==> config.mk <==
export PLATFORM = sky130hd
export DESIGN_NAME = serial_adder_flat
export DESIGN_NICKNAME = d
export VERILOG_FILES = /design/src/rtl/serial_adder_pkg.sv /design/src/rtl/serial_adder_if.sv /design/src/rtl/serial_adder_fa_bit.sv /design/src/rtl/serial_adder.sv /design/src/flat_wrapper.sv
export VERILOG_INCLUDE_DIRS = /design/src /design/src/rtl
export SDC_FILE = /design/constraint.sdc
export NUM_CORES = 1
export LEC_CHECK = 0
export ABC_AREA = 1
export ABC_CLOCK_PERIOD_IN_PS = 1000
export CORE_AREA = 8 8 69 71
export CTS_BUF_LIST = sky130_fd_sc_hd__clkbuf_8
export DETAILED_ROUTE_END_ITERATION = 16
export DIE_AREA = 0 0 77 79
export GPL_TIMING_DRIVEN = 1
export PLACE_DENSITY = 0.76
export REMOVE_ABC_BUFFERS = 1
export SYNTH_ARGS = -nofsm -noshare
export SYNTH_HDL_FRONTEND = slang
export SYNTH_SLANG_ARGS = --single-unit
export TNS_END_PERCENT = 20
==> constraint.sdc <==
create_clock -name clk -period 1 [get_ports clk]
set_input_delay 0.2 -clock clk [delete_from_list [all_inputs] [get_ports clk]]
set_output_delay 0.2 -clock clk [all_outputs]
set_load 0.01 [all_outputs]
==> src/rtl/serial_adder_defs.vh <==
// rtl/serial_adder_defs.vh - shared FSM state encodings for the serial adder
`ifndef SERIAL_ADDER_DEFS_VH
`define SERIAL_ADDER_DEFS_VH
`define ST_IDLE 2'd0
`define ST_RUN  2'd1
`define ST_DONE 2'd2
`endif

==> src/rtl/serial_adder_pkg.sv <==
// rtl/serial_adder_pkg.sv - state type for the serial adder FSM
`include "serial_adder_defs.vh"
package serial_adder_pkg;

    typedef enum logic [1:0] {
        S_IDLE = `ST_IDLE,
        S_RUN  = `ST_RUN,
        S_DONE = `ST_DONE
    } state_t;

endpackage

==> src/rtl/serial_adder_if.sv <==
// rtl/serial_adder_if.sv - request/result bundle; SERIAL_ADDER_OVF_EN adds ovf
interface serial_adder_if #(
    parameter int WIDTH = 8
);
    logic             start;
    logic [WIDTH-1:0] a;
    logic [WIDTH-1:0] b;
    logic             c_in;
    logic             busy;
    logic             done;
    logic [WIDTH-1:0] sum;
    logic             c_out;
`ifdef SERIAL_ADDER_OVF_EN
    logic             ovf;

    modport master (output start, a, b, c_in, input busy, done, sum, c_out, ovf);
    modport slave  (input start, a, b, c_in, output busy, done, sum, c_out, ovf);
`else
    modport master (output start, a, b, c_in, input busy, done, sum, c_out);
    modport slave  (input start, a, b, c_in, output busy, done, sum, c_out);
`endif
endinterface

==> src/rtl/serial_adder_fa_bit.sv <==
// rtl/serial_adder_fa_bit.sv - combinational 1-bit full adder cell
module fa_bit (
    output logic s,
    output logic c_out,
    input  logic a,
    input  logic b,
    input  logic c_in
);
    assign s     = a ^ b ^ c_in;
    assign c_out = (a & b) | (c_in & (a ^ b));
endmodule

==> src/rtl/serial_adder.sv <==
// rtl/serial_adder.sv - LSB-first bit-serial adder around one fa_bit cell
// SERIAL_ADDER_OVF_EN adds a signed-overflow flag that updates with sum
module serial_adder
    import serial_adder_pkg::*;
#(
    parameter int WIDTH = 8
) (
    input  logic           clk,
    input  logic           rst,
    serial_adder_if.slave  bus
);
    localparam int CNT_W = $clog2(WIDTH + 1);
    localparam logic [CNT_W-1:0] LAST = CNT_W'(WIDTH - 1);

    state_t           r_state;
    state_t           w_next;
    logic             w_accept;
    logic             w_busy;
    logic             w_done;
    logic             w_last;
    logic [WIDTH-1:0] r_a_sr;
    logic [WIDTH-1:0] r_b_sr;
    logic [WIDTH-1:0] r_sum_sr;
    logic [WIDTH-1:0] w_sum_sr_next;
    logic [WIDTH-1:0] r_sum;
    logic [CNT_W-1:0] r_count;
    logic             r_carry;
    logic             r_c_out;
    logic             w_fa_s;
    logic             w_fa_c;

    fa_bit u_fa (
        .s     (w_fa_s),
        .c_out (w_fa_c),
        .a     (r_a_sr[0]),
        .b     (r_b_sr[0]),
        .c_in  (r_carry)
    );

    // New sum bit enters at the MSB so the result ends up LSB-aligned after WIDTH shifts
    assign w_sum_sr_next = (r_sum_sr >> 1) | (WIDTH'(w_fa_s) << (WIDTH - 1));
    assign w_last        = (r_count == LAST);

    always_comb begin
        w_next   = r_state;
        w_accept = 1'b0;
        w_busy   = 1'b0;
        w_done   = 1'b0;
        case (r_state)
            S_IDLE: begin
                if (bus.start) begin
                    w_accept = 1'b1;
                    w_next   = S_RUN;
                end
            end
            S_RUN: begin
                w_busy = 1'b1;
                if (w_last) w_next = S_DONE;
            end
            S_DONE: begin
                w_done = 1'b1;
                if (bus.start) begin
                    w_accept = 1'b1;
                    w_next   = S_RUN;
                end else begin
                    w_next   = S_IDLE;
                end
            end
            default: w_next = S_IDLE;
        endcase
    end

    always_ff @(posedge clk) begin
        if (rst) r_state <= S_IDLE;
        else     r_state <= w_next;
    end

    always_ff @(posedge clk) begin
        if (rst) begin
            r_a_sr   <= '0;
            r_b_sr   <= '0;
            r_sum_sr <= '0;
            r_sum    <= '0;
            r_count  <= '0;
            r_carry  <= 1'b0;
            r_c_out  <= 1'b0;
        end else if (w_accept) begin
            r_a_sr   <= bus.a;
            r_b_sr   <= bus.b;
            r_sum_sr <= '0;
            r_count  <= '0;
            r_carry  <= bus.c_in;
        end else if (r_state == S_RUN) begin
            r_a_sr   <= r_a_sr >> 1;
            r_b_sr   <= r_b_sr >> 1;
            r_sum_sr <= w_sum_sr_next;
            r_carry  <= w_fa_c;
            r_count  <= r_count + 1'b1;
            if (w_last) begin
                r_sum   <= w_sum_sr_next;
                r_c_out <= w_fa_c;
            end
        end
    end

`ifdef SERIAL_ADDER_OVF_EN
    logic r_ovf;

    // On the last bit r_carry is the carry into the MSB
    always_ff @(posedge clk) begin
        if (rst)                              r_ovf <= 1'b0;
        else if ((r_state == S_RUN) && w_last) r_ovf <= r_carry ^ w_fa_c;
    end

    assign bus.ovf = r_ovf;
`endif

    assign bus.busy  = w_busy;
    assign bus.done  = w_done;
    assign bus.sum   = r_sum;
    assign bus.c_out = r_c_out;

endmodule

==> src/flat_wrapper.sv <==
// flat-port wrapper written by rule: the top's interface ports become plain ports
module serial_adder_flat import serial_adder_pkg::*;
#(
    parameter int WIDTH = 8
)
  (clk, rst, bus_start, bus_a, bus_b, bus_c_in, bus_busy, bus_done, bus_sum, bus_c_out);
  serial_adder_if #(.WIDTH(WIDTH)) bus_i ();
  input  logic clk;
  input  logic rst;
  input wire logic [$bits(bus_i.start)-1:0] bus_start;
  input wire logic [$bits(bus_i.a)-1:0] bus_a;
  input wire logic [$bits(bus_i.b)-1:0] bus_b;
  input wire logic [$bits(bus_i.c_in)-1:0] bus_c_in;
  output wire logic [$bits(bus_i.busy)-1:0] bus_busy;
  output wire logic [$bits(bus_i.done)-1:0] bus_done;
  output wire logic [$bits(bus_i.sum)-1:0] bus_sum;
  output wire logic [$bits(bus_i.c_out)-1:0] bus_c_out;
  assign bus_i.start = bus_start;
  assign bus_i.a = bus_a;
  assign bus_i.b = bus_b;
  assign bus_i.c_in = bus_c_in;
  assign bus_busy = bus_i.busy;
  assign bus_done = bus_i.done;
  assign bus_sum = bus_i.sum;
  assign bus_c_out = bus_i.c_out;
  serial_adder #(.WIDTH(WIDTH)) u_core (.clk(clk), .rst(rst), .bus(bus_i));
endmodule
; ---- Word-level counts from Yosys, hierarchy flattened
; Cells that the tools add are included.
[op_classes]
bitwise = 7
mul = 0
n_mux = 14
n_shift = 0
div = 0
reduce_logical = 6
magnitude_cmp = 0
n_addsub = 1
n_eq_ne = 5
[ops]
columns = operator, count
row1 = two-way mux 8 bit, 4
row2 = OR 7 x 8 -> 8 bit, 1
row3 = two-way mux 1 bit, 7
row4 = one-hot mux 2 bit (3 select lines), 1
row5 = adder 4 x 1 -> 4 bit (second input constant), 1
row6 = equality test 4 x 3 -> 1 bit (second input constant), 1
row7 = two-way mux 2 bit, 2
row8 = OR reduction 2 bit, 2
row9 = AND reduction 3 bit, 1
row10 = AND 1 bit, 2
row11 = equality test 2 x 1 -> 1 bit (second input constant), 1
row12 = equality test 2 bit (second input constant), 1
row13 = logical NOT 2 bit, 1
row14 = inequality test 2 x 1 -> 1 bit (second input constant), 1
row15 = inequality test 2 bit (second input constant), 1
row16 = AND reduction 2 bit, 1
row17 = nonzero test 2 bit, 1
row18 = bitwise XOR 1 bit, 2
row19 = inverter 1 bit, 1
row20 = OR 1 bit, 1
[word_totals]
romBits = 0
latchBits = 0
memories = 0
inputBits = 20
register_bits = 40
wordCells = 41
output_inout_bits = 11
mem_bits_rw = 0

; ---- Depth between registers and ports, before layout
[logic_depth]
word_depth = 5
depth_mapped = 7
mapped_depth_nobuf = 7

; ---- By module
; A second synthesis with hierarchy kept.
[unflattened]
hier_cells = 249
area_unflattened_um2 = 1773.0
[modules_own_cells]
columns = module, area_per_inst_um2, cells_per_inst, seq_area_each_um2, instances
row1 = serial_adder, 1752.9, 248, 780.7, 1
row2 = fa_bit, 20.0, 1, 0.0, 1

; ---- Worst setup path after synthesis
; No wires, ideal clock.
[synth_path]
path_kind = register -> register
startpoint = register u_core.r_count[0]
endpoint = register u_core.r_c_out (netlist: u_core.bus.c_out)
path_buffers = 0
setup_slack_ns = -0.134
required_ns = 0.941
t_arrival_ns = 1.075
setup_ns = 0.059
synth_period_minus_slack_ns = 1.134
path_stages_with_launch = 8
path_cell_list = dfxtp_1 > ha_1 > nand2_1 > nor2_4 > nand2_8 > nor2_8 > nand2_1 > nand2_1
[synth_between]
elab_chain_cells = 2
[synth_rtl]
columns = element, line_no
row1 = from (decl), serial_adder.sv:26  ; logic [CNT_W-1:0] r_count;
row2 = from (signal assigned), serial_adder.sv:98  ; r_count <= r_count + 1'b1;
row3 = equality test 4 x 3 -> 1 bit, serial_adder.sv:42  ; assign w_last = (r_count == LAST);
row4 = AND reduction 3 bit (no source line), n/a
row5 = to (signal assigned), serial_adder.sv:101  ; r_c_out <= w_fa_c;
row6 = to (decl), serial_adder.sv:28  ; logic r_c_out;
; Every way passes these cells.
; A chain may end at the register's enable or synchronous reset.

; ---- Worst setup path after layout
[layout_path]
startpoint = register u_core.r_state[0]
endpoint = register u_core.r_a_sr[0]
[layout_between]
elab_chain_cells = 4
elab_cells_between_ends = 7
classes_between = eq/ne: 2 / mux: 2 / reduce/logical: 3
[layout_rtl]
columns = element, line_no
row1 = from (decl), serial_adder.sv:15  ; state_t r_state;
row2 = from (signal assigned), serial_adder.sv:75  ; else r_state <= w_next;
row3 = equality test 2 bit / logical NOT 2 bit (equally long branches), serial_adder.sv:49  ; case (r_state)
row4 = OR reduction 2 bit (no source line), n/a
row5 = two-way mux 1 bit, n/a
row6 = two-way mux 8 bit / nonzero test 2 bit (equally long branches), n/a
row7 = to (signal assigned), serial_adder.sv:88  ; r_a_sr <= bus.a;
row8 = to (signal assigned), serial_adder.sv:94  ; r_a_sr <= r_a_sr >> 1;
row9 = to (decl), serial_adder.sv:21  ; logic [WIDTH-1:0] r_a_sr;
; Several ways; a longest one is shown, not always the timed one.

==> flow_summary.yaml <==
cts:
  path_clk_slew_ps: 80
  insertion_delay_ps: 290
  clock-sinks: 39
  postCtsHoldBufs: 0
  cts_root_buf: "clkbuf_8"
  clockBufferDepth: 2
  cts_tree: "yes"
  htreeDepth: 2
  cts_buffers: 5
sta:
  max_slew.worst_pin.slew_ps: 373
  finalSetupViolCount: 41
  post-route-period-util: 1.18
  rsz0062_at_grt: "true"
  hold-worst-slack_ps: 446
  hold_violations: 0
  fin_skew_ps: 10.3
  final-max-slew-violation-count: 0
  maxSlewHeadroom: 0.751
  tns_ps: -5010
  finalCriticalPeriod_ps: 1180
  setup_slack_ps: -182
  max_freq_mhz: 846
placement:
  portBuffers: 30
  place.gp.congestion: 0.764
  place_hpwl_um: 2750
synthesis:
  synthCells: 245
  syn_avg_cell_area_um2: 7.08
  synth_compound_area_frac: 0.0808
  synth_top_family_by_area: "simple AND/OR/NAND/NOR gates"
  synth-simple-area-share: 0.343
  ys_types: 20
  synth-warning-count: 0
  yosys.area_share.xor_xnor: 0
  synthMuxAreaShare: 0
  synth_fa_ha_area_frac: 0.0188
  syn_area_um2: 1730
  ys_seq_elements: 39
  ys_seq_area_frac: 0.450
layout:
  syn_to_final_growth_pct: 43.3
  n_antenna_cell: 0
  drive_above_1_share: 0.295
  nets: 323
  nFillCells: 353
setup_path:
  worstPathRequired_ps: 1220
  crit_slowest_cell: "dfxtp_4"
  worstPathMaxFanout: 8
  r2r_start: "u_core.r_state[0]$_SDFFE_PP0P_"
  reg2reg_slack_ps: -180
  r2r-end: "u_core.r_a_sr[0]$_SDFFE_PP0P_"
  setup.worst_path.start_class: "flip-flop"
  worstSetupEndpointType: "flip-flop"
  critical_path_class: "flip-flop to flip-flop"
  crit_arrival_ps: 1400
  r2r_cells: 7
  cpPeakStageDelay_ps: 360
  worstPathCellList: "buf_6 > buf_6 > nor2_4 > nand2_1 > nand2_1 > inv_1 > a21oi_1"
global_routing:
  track_usage: 0.133
  grt_start_max_net_pins: 15
  antenna_found_initial: 0
  first_global_vias: 1631
  grt_overflow: 0
  grt_pass1_wl_um: 6730
floorplan:
  rows: 23
  initial_utilization: 0.457
  die_x_um: 77
  die-area_um2: 6080
  boundaryPins: 31
  die_h_um: 79
  design.core.area_um2: 3800
detailed_routing:
  drtPass1Iterations: 4
  met1Wirelength_um: 1690
  wl_per_cell_um: 11.5
  num_vias: 1680
  drt_iter0_markers: 100
  ant_nets: 0
  dr_wl_met3_um: 286
  highest_layer: "met4"
  routed_wirelength_um: 4050
  wl_met2_um: 2040
  drc: 0
  post_drt_via_cell_ratio: 4.77
worst_hold_path:
  hold_path_class: "flip-flop to flip-flop"
  min_to: "u_core.bus.sum[1]$_SDFFE_PP0P_"
  hold_start: "u_core.r_sum_sr[2]$_SDFFE_PP0N_"
  min_delay_path_depth: 2
power_and_ir_drop:
  leakage_nw: 1.16
  p_int_w: 0.00263
  seqPwrFrac: 0.471
  power_density_nw_per_um2: 1420
  swShare: 0.255
  p_total_w: 0.00353
  comb_power_share: 0.159
  p_sw_w: 0.000902
  vdd_drop_max_mv: 1.46
  p_clk_frac: 0.369
flow_run:
  drv_cap: 0
status:
  status: "finished, violations left"
  violations: "negative setup slack"
repair_timing:
action / in CTS / in global routing
setup buffers: 1 / 2
gates cloned: 1 / 2
resized for setup: 70 / 32
endpoints found under the setup margin: 50 / 43
pin swaps: 8 / 11
per-layer routing:
layer,vias up,global-route usage
li1,874,-
met1,761,0.132
met2,40,0.250
met3,5,0.0576
met4,0,0.0340
met5,-,0
cell families after synthesis:
kind of cell	count (synthesis)
flip-flops	39
buffers and inverters	42
AND/OR/NAND/NOR	134
AO/OA/AOI/OAI	28
adder cells (fa/ha/maj)	2
worst max-delay path: cells and delay by family, from the launching register on:
family / cells / cell delay, ps
buffers and inverters: 3 / 260
and+or+nand+nor: 3 / 380
DFF: 1 / 360
AOI/OAI and AO/OA: 1 / 100
how the worst max path moves through the flow:
stage                                              start                         endpoint  slack [ps]  depth (start not counted)
after floorplan           u_core.r_state[0]$_SDFFE_PP0P_    u_core.r_a_sr[1]$_SDFFE_PP0P_        -480                          7
after global placement                         bus_start  u_core.r_sum_sr[6]$_SDFFE_PP0N_        -360                          6
after detailed placement                       bus_start    u_core.r_a_sr[5]$_SDFFE_PP0P_        -400                          7
after CTS                 u_core.r_state[0]$_SDFFE_PP0P_    u_core.r_a_sr[2]$_SDFFE_PP0P_        -190                          7
after global routing      u_core.r_state[0]$_SDFFE_PP0P_    u_core.r_b_sr[0]$_SDFFE_PP0P_        -260                          7
final                     u_core.r_state[0]$_SDFFE_PP0P_    u_core.r_a_sr[0]$_SDFFE_PP0P_        -180                          7
registers in the layout, indices dropped and copies added (netlist names):
name              flops
u_core.r_carry        1
u_core.r_b_sr         8
u_core.r_state        2
u_core.r_count        4
u_core.r_sum_sr       7
u_core.bus.sum        8
u_core.r_a_sr         8
u_core.bus.c_out      1
cell usage in the layout (no fill, tap or decap), types with 2 or more instances in the layout:
master	Yosys	final
buf_12	0	2
a21oi_2	0	3
inv_2	3	3
nand3_2	0	3
dfxtp_1	39	28
nand3_1	27	24
clkbuf_8	0	5
dfxtp_2	0	10
nor2_4	2	4
nor2_1	25	24
o21ai_1	0	5
clkdlybuf4s50_1	0	19
nand2_4	1	5
inv_1	30	29
nand2_1	76	66
buf_6	2	6
o21ai_2	0	3
buf_4	1	16
clkinv_4	0	2
buf_2	4	10
a21oi_1	19	16
nand2_2	0	7
power groups by stage:
stage / combinational (W) / sequential (W) / clock [W]
after CTS: 0.000529 / 0.00166 / 0.00133
after global placement: 0.000480 / 0.00170 / 0
after detailed placement: 0.000489 / 0.00170 / 0
after floorplan: 0.000246 / 0.00170 / 0
after global routing: 0.000631 / 0.00167 / 0.00142
final: 0.000564 / 0.00167 / 0.00131
synth_stat cells:
cell     instances  area (µm²)
nand2_1         76         285
dfxtp_1         39         781
inv_1           30         113
nand3_1         27         135
nor2_1          25        93.8
a21oi_1         19        95.1
o21ai_0          9        45.0
buf_2            4        20.0
inv_2            3        11.3
buf_6            2        22.5
nor2_4           2        22.5
buf_1            1        3.75
buf_4            1        7.51
fa_1             1        20.0
ha_1             1        12.5
inv_6            1        8.76
nand2_4          1        11.3
nand2_8          1        20.0
nor2_2           1        6.26
nor2_8           1        20.0
final cells by class:
class / count / area (µm²) / share of cell area
Sequential cell: 39 / 797 / 0.321
Timing Repair inverter: 1 / 7.51 / 0.00302
Inverter: 34 / 135 / 0.0544
Tap cell: 50 / 62.6 / 0.0252
Clock buffer: 5 / 68.8 / 0.0277
Clock inverter: 3 / 43.8 / 0.0176
Multi-Input combinational cell: 166 / 887 / 0.357
Timing Repair Buffer: 54 / 483 / 0.194
per-stage QoR:
step	instances	utilization	cell area, µm²	worst slack [ps]
2_1_floorplan	237	-	1680	-484
3_3_place_gp	338	0.586	2230	-362
3_5_place_dp	338	0.586	2230	-399
4_1_cts	348	0.617	2340	-191
5_1_grt	352	0.654	2480	-260
6_report	352	0.654	2480	-182
(Power assumes the default switching activity.)
